**src/rtl/adler32_msg_framer_pkg.sv**
```systemverilog
// Shared widths and FSM encoding for the adler32 message framer.
// Imported by the framer, its buffer and the bus interface.
package adler32_msg_framer_pkg;

   localparam int SIZE_W = 32;
   localparam int BYTE_W = 8;

   typedef enum logic [2:0] {
      ST_FILL,
      ST_SIZE,
      ST_DATA,
      ST_GAP,
      ST_WAIT
   } state_t;

endpackage

```
**src/rtl/adler32_msg_framer_if.sv**
```systemverilog
// Byte-stream input, framed message output and checksum strobe of the framer.
// The slave side is the framer; the master side is the byte source plus adler32 block.
interface adler32_msg_framer_if;
   import adler32_msg_framer_pkg::*;

   logic              in_valid;
   logic              in_ready;
   logic [BYTE_W-1:0] in_data;
   logic              in_last;
   logic              size_valid;
   logic [SIZE_W-1:0] size;
   logic              data_start;
   logic [BYTE_W-1:0] data;
   logic              checksum_valid;
   logic              busy;
   logic              trunc;

   modport master (
      output in_valid, in_data, in_last, checksum_valid,
      input  in_ready, size_valid, size, data_start, data, busy, trunc
   );

   modport slave (
      input  in_valid, in_data, in_last, checksum_valid,
      output in_ready, size_valid, size, data_start, data, busy, trunc
   );

endinterface

```
**src/rtl/adler32_msg_framer_msg_buf.sv**
```systemverilog
// Message buffer: DEPTH x 8 RAM, one write port, one registered read port.
// The read register is reset so the framer's data output starts at zero.
module adler32_msg_framer_msg_buf
   import adler32_msg_framer_pkg::*;
#(
   parameter int DEPTH = 256,
   parameter int AW    = 8
) (
   input  logic              clk,
   input  logic              rst,
   input  logic              wr_en,
   input  logic [AW-1:0]     wr_addr,
   input  logic [BYTE_W-1:0] wr_data,
   input  logic              rd_en,
   input  logic [AW-1:0]     rd_addr,
   output logic [BYTE_W-1:0] rd_data
);

   logic [BYTE_W-1:0] mem [DEPTH];

   always_ff @(posedge clk) begin
      if (wr_en) mem[wr_addr] <= wr_data;
   end

   // Read data holds between reads, which keeps the last byte visible after a message.
   always_ff @(posedge clk) begin
      if (rst)        rd_data <= '0;
      else if (rd_en) rd_data <= mem[rd_addr];
   end

endmodule

```
**src/rtl/adler32_msg_framer.sv**
```systemverilog
// Buffers one message from a valid/ready byte stream and replays it to the adler32
// block as a size pulse followed by a contiguous data burst.
module adler32_msg_framer
   import adler32_msg_framer_pkg::*;
#(
   parameter int DEPTH      = 256,
   parameter int AW         = 8,
   parameter int WAIT_CKSUM = 1,
   parameter int GAP        = 0
) (
   input logic                  clock,
   input logic                  rst,
   adler32_msg_framer_if.slave  bus
);

   localparam logic [AW:0] LAST_IDX = (AW+1)'(DEPTH - 1);

   state_t            state;
   logic [AW:0]       count;
   logic [AW:0]       rd_ptr;
   logic [3:0]        gap_cnt;
   logic              in_ready_q;
   logic              busy_q;
   logic              size_valid_q;
   logic              data_start_q;
   logic [SIZE_W-1:0] size_q;
   logic [BYTE_W-1:0] rd_data;
   logic              fire;
   logic              last_slot;
   logic              closing;
   logic              rd_en;

   assign fire      = bus.in_valid & in_ready_q;
   assign last_slot = (count == LAST_IDX);
   assign closing   = fire & (bus.in_last | last_slot);

   // Buffer is read one cycle ahead: address 0 in SIZE, then rd_ptr through DATA.
   assign rd_en = (state == ST_SIZE) || ((state == ST_DATA) && (rd_ptr != count));

   adler32_msg_framer_msg_buf #(.DEPTH(DEPTH), .AW(AW)) u_buf (
      .clk     (clock),
      .rst     (rst),
      .wr_en   (fire),
      .wr_addr (count[AW-1:0]),
      .wr_data (bus.in_data),
      .rd_en   (rd_en),
      .rd_addr (rd_ptr[AW-1:0]),
      .rd_data (rd_data)
   );

   always_ff @(posedge clock) begin
      if (rst) begin
         state        <= ST_FILL;
         count        <= '0;
         rd_ptr       <= '0;
         gap_cnt      <= '0;
         in_ready_q   <= 1'b1;
         busy_q       <= 1'b0;
         size_valid_q <= 1'b0;
         data_start_q <= 1'b0;
         size_q       <= '0;
      end else begin
         size_valid_q <= 1'b0;
         data_start_q <= 1'b0;
         unique case (state)
            ST_FILL: begin
               if (fire) begin
                  count <= count + 1'b1;
                  if (closing) begin
                     state        <= ST_SIZE;
                     in_ready_q   <= 1'b0;
                     busy_q       <= 1'b1;
                     size_valid_q <= 1'b1;
                     size_q       <= SIZE_W'(count + 1'b1);
                     rd_ptr       <= '0;
                  end
               end
            end
            ST_SIZE: begin
               state        <= ST_DATA;
               data_start_q <= 1'b1;
               rd_ptr       <= rd_ptr + 1'b1;
            end
            ST_DATA: begin
               // rd_ptr reaching count means the byte on data now is the last one.
               if (rd_ptr == count) begin
                  if (GAP > 0) begin
                     state   <= ST_GAP;
                     gap_cnt <= 4'(GAP - 1);
                  end else if (WAIT_CKSUM != 0) begin
                     state <= ST_WAIT;
                  end else begin
                     state      <= ST_FILL;
                     count      <= '0;
                     in_ready_q <= 1'b1;
                     busy_q     <= 1'b0;
                  end
               end else begin
                  rd_ptr <= rd_ptr + 1'b1;
               end
            end
            ST_GAP: begin
               if (gap_cnt == '0) begin
                  if (WAIT_CKSUM != 0) begin
                     state <= ST_WAIT;
                  end else begin
                     state      <= ST_FILL;
                     count      <= '0;
                     in_ready_q <= 1'b1;
                     busy_q     <= 1'b0;
                  end
               end else begin
                  gap_cnt <= gap_cnt - 1'b1;
               end
            end
            ST_WAIT: begin
               if (bus.checksum_valid) begin
                  state      <= ST_FILL;
                  count      <= '0;
                  in_ready_q <= 1'b1;
                  busy_q     <= 1'b0;
               end
            end
            default: state <= ST_FILL;
         endcase
      end
   end

   assign bus.in_ready   = in_ready_q;
   assign bus.busy       = busy_q;
   assign bus.size_valid = size_valid_q;
   assign bus.size       = size_q;
   assign bus.data_start = data_start_q;
   assign bus.data       = rd_data;
   // Force-close flag is flagged on the accepting cycle itself.
   assign bus.trunc      = ~rst & fire & ~bus.in_last & last_slot;

endmodule

```
**src/flat_wrapper.sv**
```systemverilog
// flat-port wrapper written by rule: the top's interface ports become plain ports
module adler32_msg_framer_flat import adler32_msg_framer_pkg::*;
#(
   parameter int DEPTH      = 256,
   parameter int AW         = 8,
   parameter int WAIT_CKSUM = 1,
   parameter int GAP        = 0
)
  (clock, rst, bus_in_valid, bus_in_data, bus_in_last, bus_checksum_valid, bus_in_ready, bus_size_valid, bus_size, bus_data_start, bus_data, bus_busy, bus_trunc);
  adler32_msg_framer_if bus_i ();
  input logic clock;
  input logic rst;
  input wire logic [$bits(bus_i.in_valid)-1:0] bus_in_valid;
  input wire logic [$bits(bus_i.in_data)-1:0] bus_in_data;
  input wire logic [$bits(bus_i.in_last)-1:0] bus_in_last;
  input wire logic [$bits(bus_i.checksum_valid)-1:0] bus_checksum_valid;
  output wire logic [$bits(bus_i.in_ready)-1:0] bus_in_ready;
  output wire logic [$bits(bus_i.size_valid)-1:0] bus_size_valid;
  output wire logic [$bits(bus_i.size)-1:0] bus_size;
  output wire logic [$bits(bus_i.data_start)-1:0] bus_data_start;
  output wire logic [$bits(bus_i.data)-1:0] bus_data;
  output wire logic [$bits(bus_i.busy)-1:0] bus_busy;
  output wire logic [$bits(bus_i.trunc)-1:0] bus_trunc;
  assign bus_i.in_valid = bus_in_valid;
  assign bus_i.in_data = bus_in_data;
  assign bus_i.in_last = bus_in_last;
  assign bus_i.checksum_valid = bus_checksum_valid;
  assign bus_in_ready = bus_i.in_ready;
  assign bus_size_valid = bus_i.size_valid;
  assign bus_size = bus_i.size;
  assign bus_data_start = bus_i.data_start;
  assign bus_data = bus_i.data;
  assign bus_busy = bus_i.busy;
  assign bus_trunc = bus_i.trunc;
  adler32_msg_framer #(.DEPTH(DEPTH), .AW(AW), .WAIT_CKSUM(WAIT_CKSUM), .GAP(GAP)) u_core (.clock(clock), .rst(rst), .bus(bus_i));
endmodule
```
**config.mk**
```make
export PLATFORM = sky130hd
export DESIGN_NAME = adler32_msg_framer_flat
export DESIGN_NICKNAME = d
export VERILOG_FILES = /design/src/rtl/adler32_msg_framer_pkg.sv /design/src/rtl/adler32_msg_framer_if.sv /design/src/rtl/adler32_msg_framer_msg_buf.sv /design/src/rtl/adler32_msg_framer.sv /design/src/flat_wrapper.sv
export SDC_FILE = /design/constraint.sdc
export NUM_CORES = 2
export LEC_CHECK = 0
export CAP_MARGIN = 20
export CORE_MARGIN = 2
export CORE_UTILIZATION = 25
export DETAILED_ROUTE_END_ITERATION = 8
export PLACE_DENSITY_LB_ADDON = 0.05
export SYNTH_ARGS = -nofsm -noshare
export SYNTH_HDL_FRONTEND = slang
export SYNTH_SLANG_ARGS = --single-unit
```
**constraint.sdc**
```tcl
create_clock -name clock -period 5.3 [get_ports clock]
set_input_delay 1.325 -clock clock [delete_from_list [all_inputs] [get_ports clock]]
set_output_delay 1.325 -clock clock [all_outputs]
set_load 0.005 [all_outputs]
```
==> results.md <==
* Initial Util at 25.1%
* First-pass GRT wire length at 396 mm
* Die H at 577 um
* DIE AREA at 333,000 um^2
* Setup Crit Path Kind: reg -> out
* Seq/Total Area, Yosys at 75.9%
* Post_cts resized at 0
* Reg2reg setup slack at 960 ps
* Post-CTS Setup Bufs at 0
* Final Max Tran Viols at 0
* RSZ-0062 raised after global routing: no
* Hold Path Origin: u_core.bus.size[7]
* Global route total overflow at 0
* Synth async-reset ratio at 0%
* Crit-path cells: ha_1 -> buf_4 -> nand3_1 -> nor2_1 -> ha_1 -> nor4b_1 -> clkdlybuf4s50_1
* Highest clock rate at 205 MHz
* Final number of hold-violating endpoints at 0
* Clk buf depth at 4
* Outcome: completed
* Largest area contributor in the netlist: edfxtp_1
* Sw frac at 21.7%
* CP max-delay cell: clkdlybuf4s50_1
* Min-Delay Endpoint: u_core.bus.size[7]
* Critical path capture point type: output port
* Clock network power share at 46.0%
* Port Buffer Count at 35
* Die W at 577 um
* Via density per instance at 4.60
* Residual DRC at 0
* Cell count after synthesis at 3,962
* Core ar. at 327,000 um^2
* Cells on Worst Hold Path at 2
* FF-to-FF Start: u_core.rd_ptr[1]
* Share of the synthesized area in the top cell type at 74.8%
* Finished Layout Cells at 8,946
* Slew @ Worst Pin at 1210 ps
* Peak supply drop at 0.000262 V
* Combinational share of power at 3.5%
* Reg area at 62,500 um^2
* Hpwl dp at 185 mm
* Vias in the first global route at 43.4k
* Nets at 4,405
* P_sw at 7840 uW
* CTS Hold Buffers Added at 0
* CP Launch Type: flop
* Worst Path Arrival at 3540 ps
* Max Clock Skew at 34.1 ps
* Fin crit period at 4870 ps
* Overall routing resource usage at 17.4%
* CTS Buf Count at 245
* Ys flop type: edfxtp_1
* Post-route ant nets at 0
* Pwr dens at 370 nW/um^2
* Rel. slew slack at 18.5%
* Clk sinks at 2,095
* Placed Cells at 8,483
* First-iteration detailed-routing DRC count at 3,784
* Clk slew on worst S/H paths at 60 ps
* CP peak stage delay at 600 ps
* Leak pwr at 0.0298 uW
* Hold crit path type: reg -> reg
* Syn_area_per_cell at 20.8 um^2
* Final RePlAce weighted congestion at 0.751
* Initial antenna violation count at 26
* DRT Wirelength at 292 mm
* Number of register bits inferred by synthesis at 2,095
* WL per Instance at 32.6 um
* Netlist cell types at 75
* Critical Path RT at 3970 ps
* Filler Cells Inserted at 32.1k
* Setup Viol. Count Final at 0
* Post-Syn Area at 82,200 um^2
* I/O Pins at 58
* Synth top area cells: edfxtp_1, mux4_2, nor2_1
* # rows at 210
* Critical R2R Capture: u_core.u_buf.rd_data[2]
* Final period util at 91.9%
* Crit-path max FO at 8
* Synth-to-layout area growth at 18.8%
* CTS tree: built
* Synth warn at 0
* Largest net degree at the start of global routing at 113
* H-Tree Level Count at 4
* CTS Root Cell: clkbuf_16
* Worst reg-to-reg path cell count at 8
* Setup TNS at 0 ps
* Int Pwr at 28,300 uW
* Post-synth EDFFs at 2,048
* Most used cell, CP: ha_1
* Sequential share of power at 50.5%
* Drt pass-1 iters at 5
* Max Cap Viol at 0
* Via count at 41.2k
* Clk_lat worst skew at 920 ps
* Area of the multi-input gates at 18,200 um^2
* Share of cells above drive strength 1 at 27.8%
cell usage in the layout (no fill, tap or decap), drive strengths merged, types with 21 or more instances in the layout:
master and count:
nor3 26, inv 21, edfxtp 2048, a22oi 35
a21oi 55, bufinv 24, mux4 527, clkdlybuf4s50 26
a211oi 28, nand2 167, clkinv 109, mux2i 106
nor2 327, buf 384, conb 22, clkbuf 309
o21ai 24, nand3 50, dfxtp 47
metal layers:
| layer | up-vias | global-route usage (%) | share of wire (%) |
|---|---|---|---|
| met2 | 882 | 29.2 | 49 |
| met5 | - | 0 | 0 |
| li1 | 17200 | - | - |
| met3 | 299 | 1.93 | 3.5 |
| met4 | 0 | 3.72 | 2.0 |
| met1 | 22800 | 24.2 | 46 |
registers in the layout, summed over array words and instances (netlist names):
register / count
u_core.bus.size: 10
u_core.u_buf.mem: 2048
u_core.rd_ptr: 9
u_core.bus.busy: 1
u_core.u_buf.rd_data: 8
u_core.bus.data_start: 1
u_core.count: 9
u_core.bus.in_ready: 1
u_core.state: 3
u_core.gap_cnt: 4
u_core.bus.size_valid: 1
cells by family after synthesis:
kind of cell,after synthesis,share of synthesized area [%]
AO/OA/AOI/OAI,257,2.21
XOR/XNOR,25,0.266
adder cells (fa/ha/maj),7,0.107
buffers and inverters,271,2.06
flip-flops,2095,75.9
multiplexers,650,16.0
other,1,0.00456
AND/OR/NAND/NOR,656,3.41
cell usage after synthesis, types with 14 or more instances:
cell and number:
buf_2 51, and3_1 15, buf_1 14, nand3_1 49, a31oi_1 14, nor2_1 326, buf_6 36, edfxtp_1 2048
nor3_1 26, clkbuf_1 88, mux2i_1 106, buf_4 52, mux4_2 517, xor2_1 17, a22oi_1 35, a211oi_1 27
nor2b_1 20, nand2_1 167, a21oi_1 55, dfxtp_1 47, o21ai_0 23, mux2_2 17, inv_1 14
power groups by stage:
| stage | Combinational [uW] | Clock [uW] | Sequential (uW) |
|---|---|---|---|
| floorplan | 616 | 0 | 18600 |
| global placement | 1340 | 0 | 18600 |
| detailed placement | 1330 | 0 | 18600 |
| CTS | 1330 | 17200 | 18200 |
| global route | 1370 | 17700 | 18200 |
| finish | 1270 | 16600 | 18200 |
critical path, delay by kind of cell (launching register included):
kind          cells  cell delay [ps]
fa+ha+maj         2              430
buf+inv           2              780
flops             1              580
simple gates      3              840
worst max path at each step:
| stage | start | endpoint | slack, ps | depth (start not counted) |
|---|---|---|---|---|
| floorplan | u_core.count[4] | bus_trunc | 2020 | 8 |
| global placement | bus_in_valid | bus_trunc | 790 | 4 |
| detailed placement | bus_in_valid | bus_trunc | 840 | 4 |
| CTS | u_core.count[0] | bus_trunc | 310 | 7 |
| global route | u_core.count[0] | bus_trunc | 230 | 7 |
| finish | u_core.count[0] | bus_trunc | 430 | 7 |
cell type report:
class,instances,area share [%]
Inverter,16,0.0730
Timing Repair Buffer,410,3.87
Tap cell,4346,5.57
Multi-Input combinational cell,1617,18.6
Sequential cell,2095,63.9
Clock inverter,139,1.35
Clock buffer,309,6.54
Antenna cell,14,0.0359
stage by stage:
stage	utilization (%)	worst slack, ps	instance area [um^2]	hold WS [ps]	power, uW
after floorplan	-	2020	82300	448	19200
after global placement	27.5	788	89900	460	19900
after detailed placement	27.5	844	90000	453	19900
after CTS	29.8	314	97700	467	36700
after global routing	29.8	227	97700	500	37300
final	29.8	432	97700	461	36100
Power figures use the tool's default switching activity.
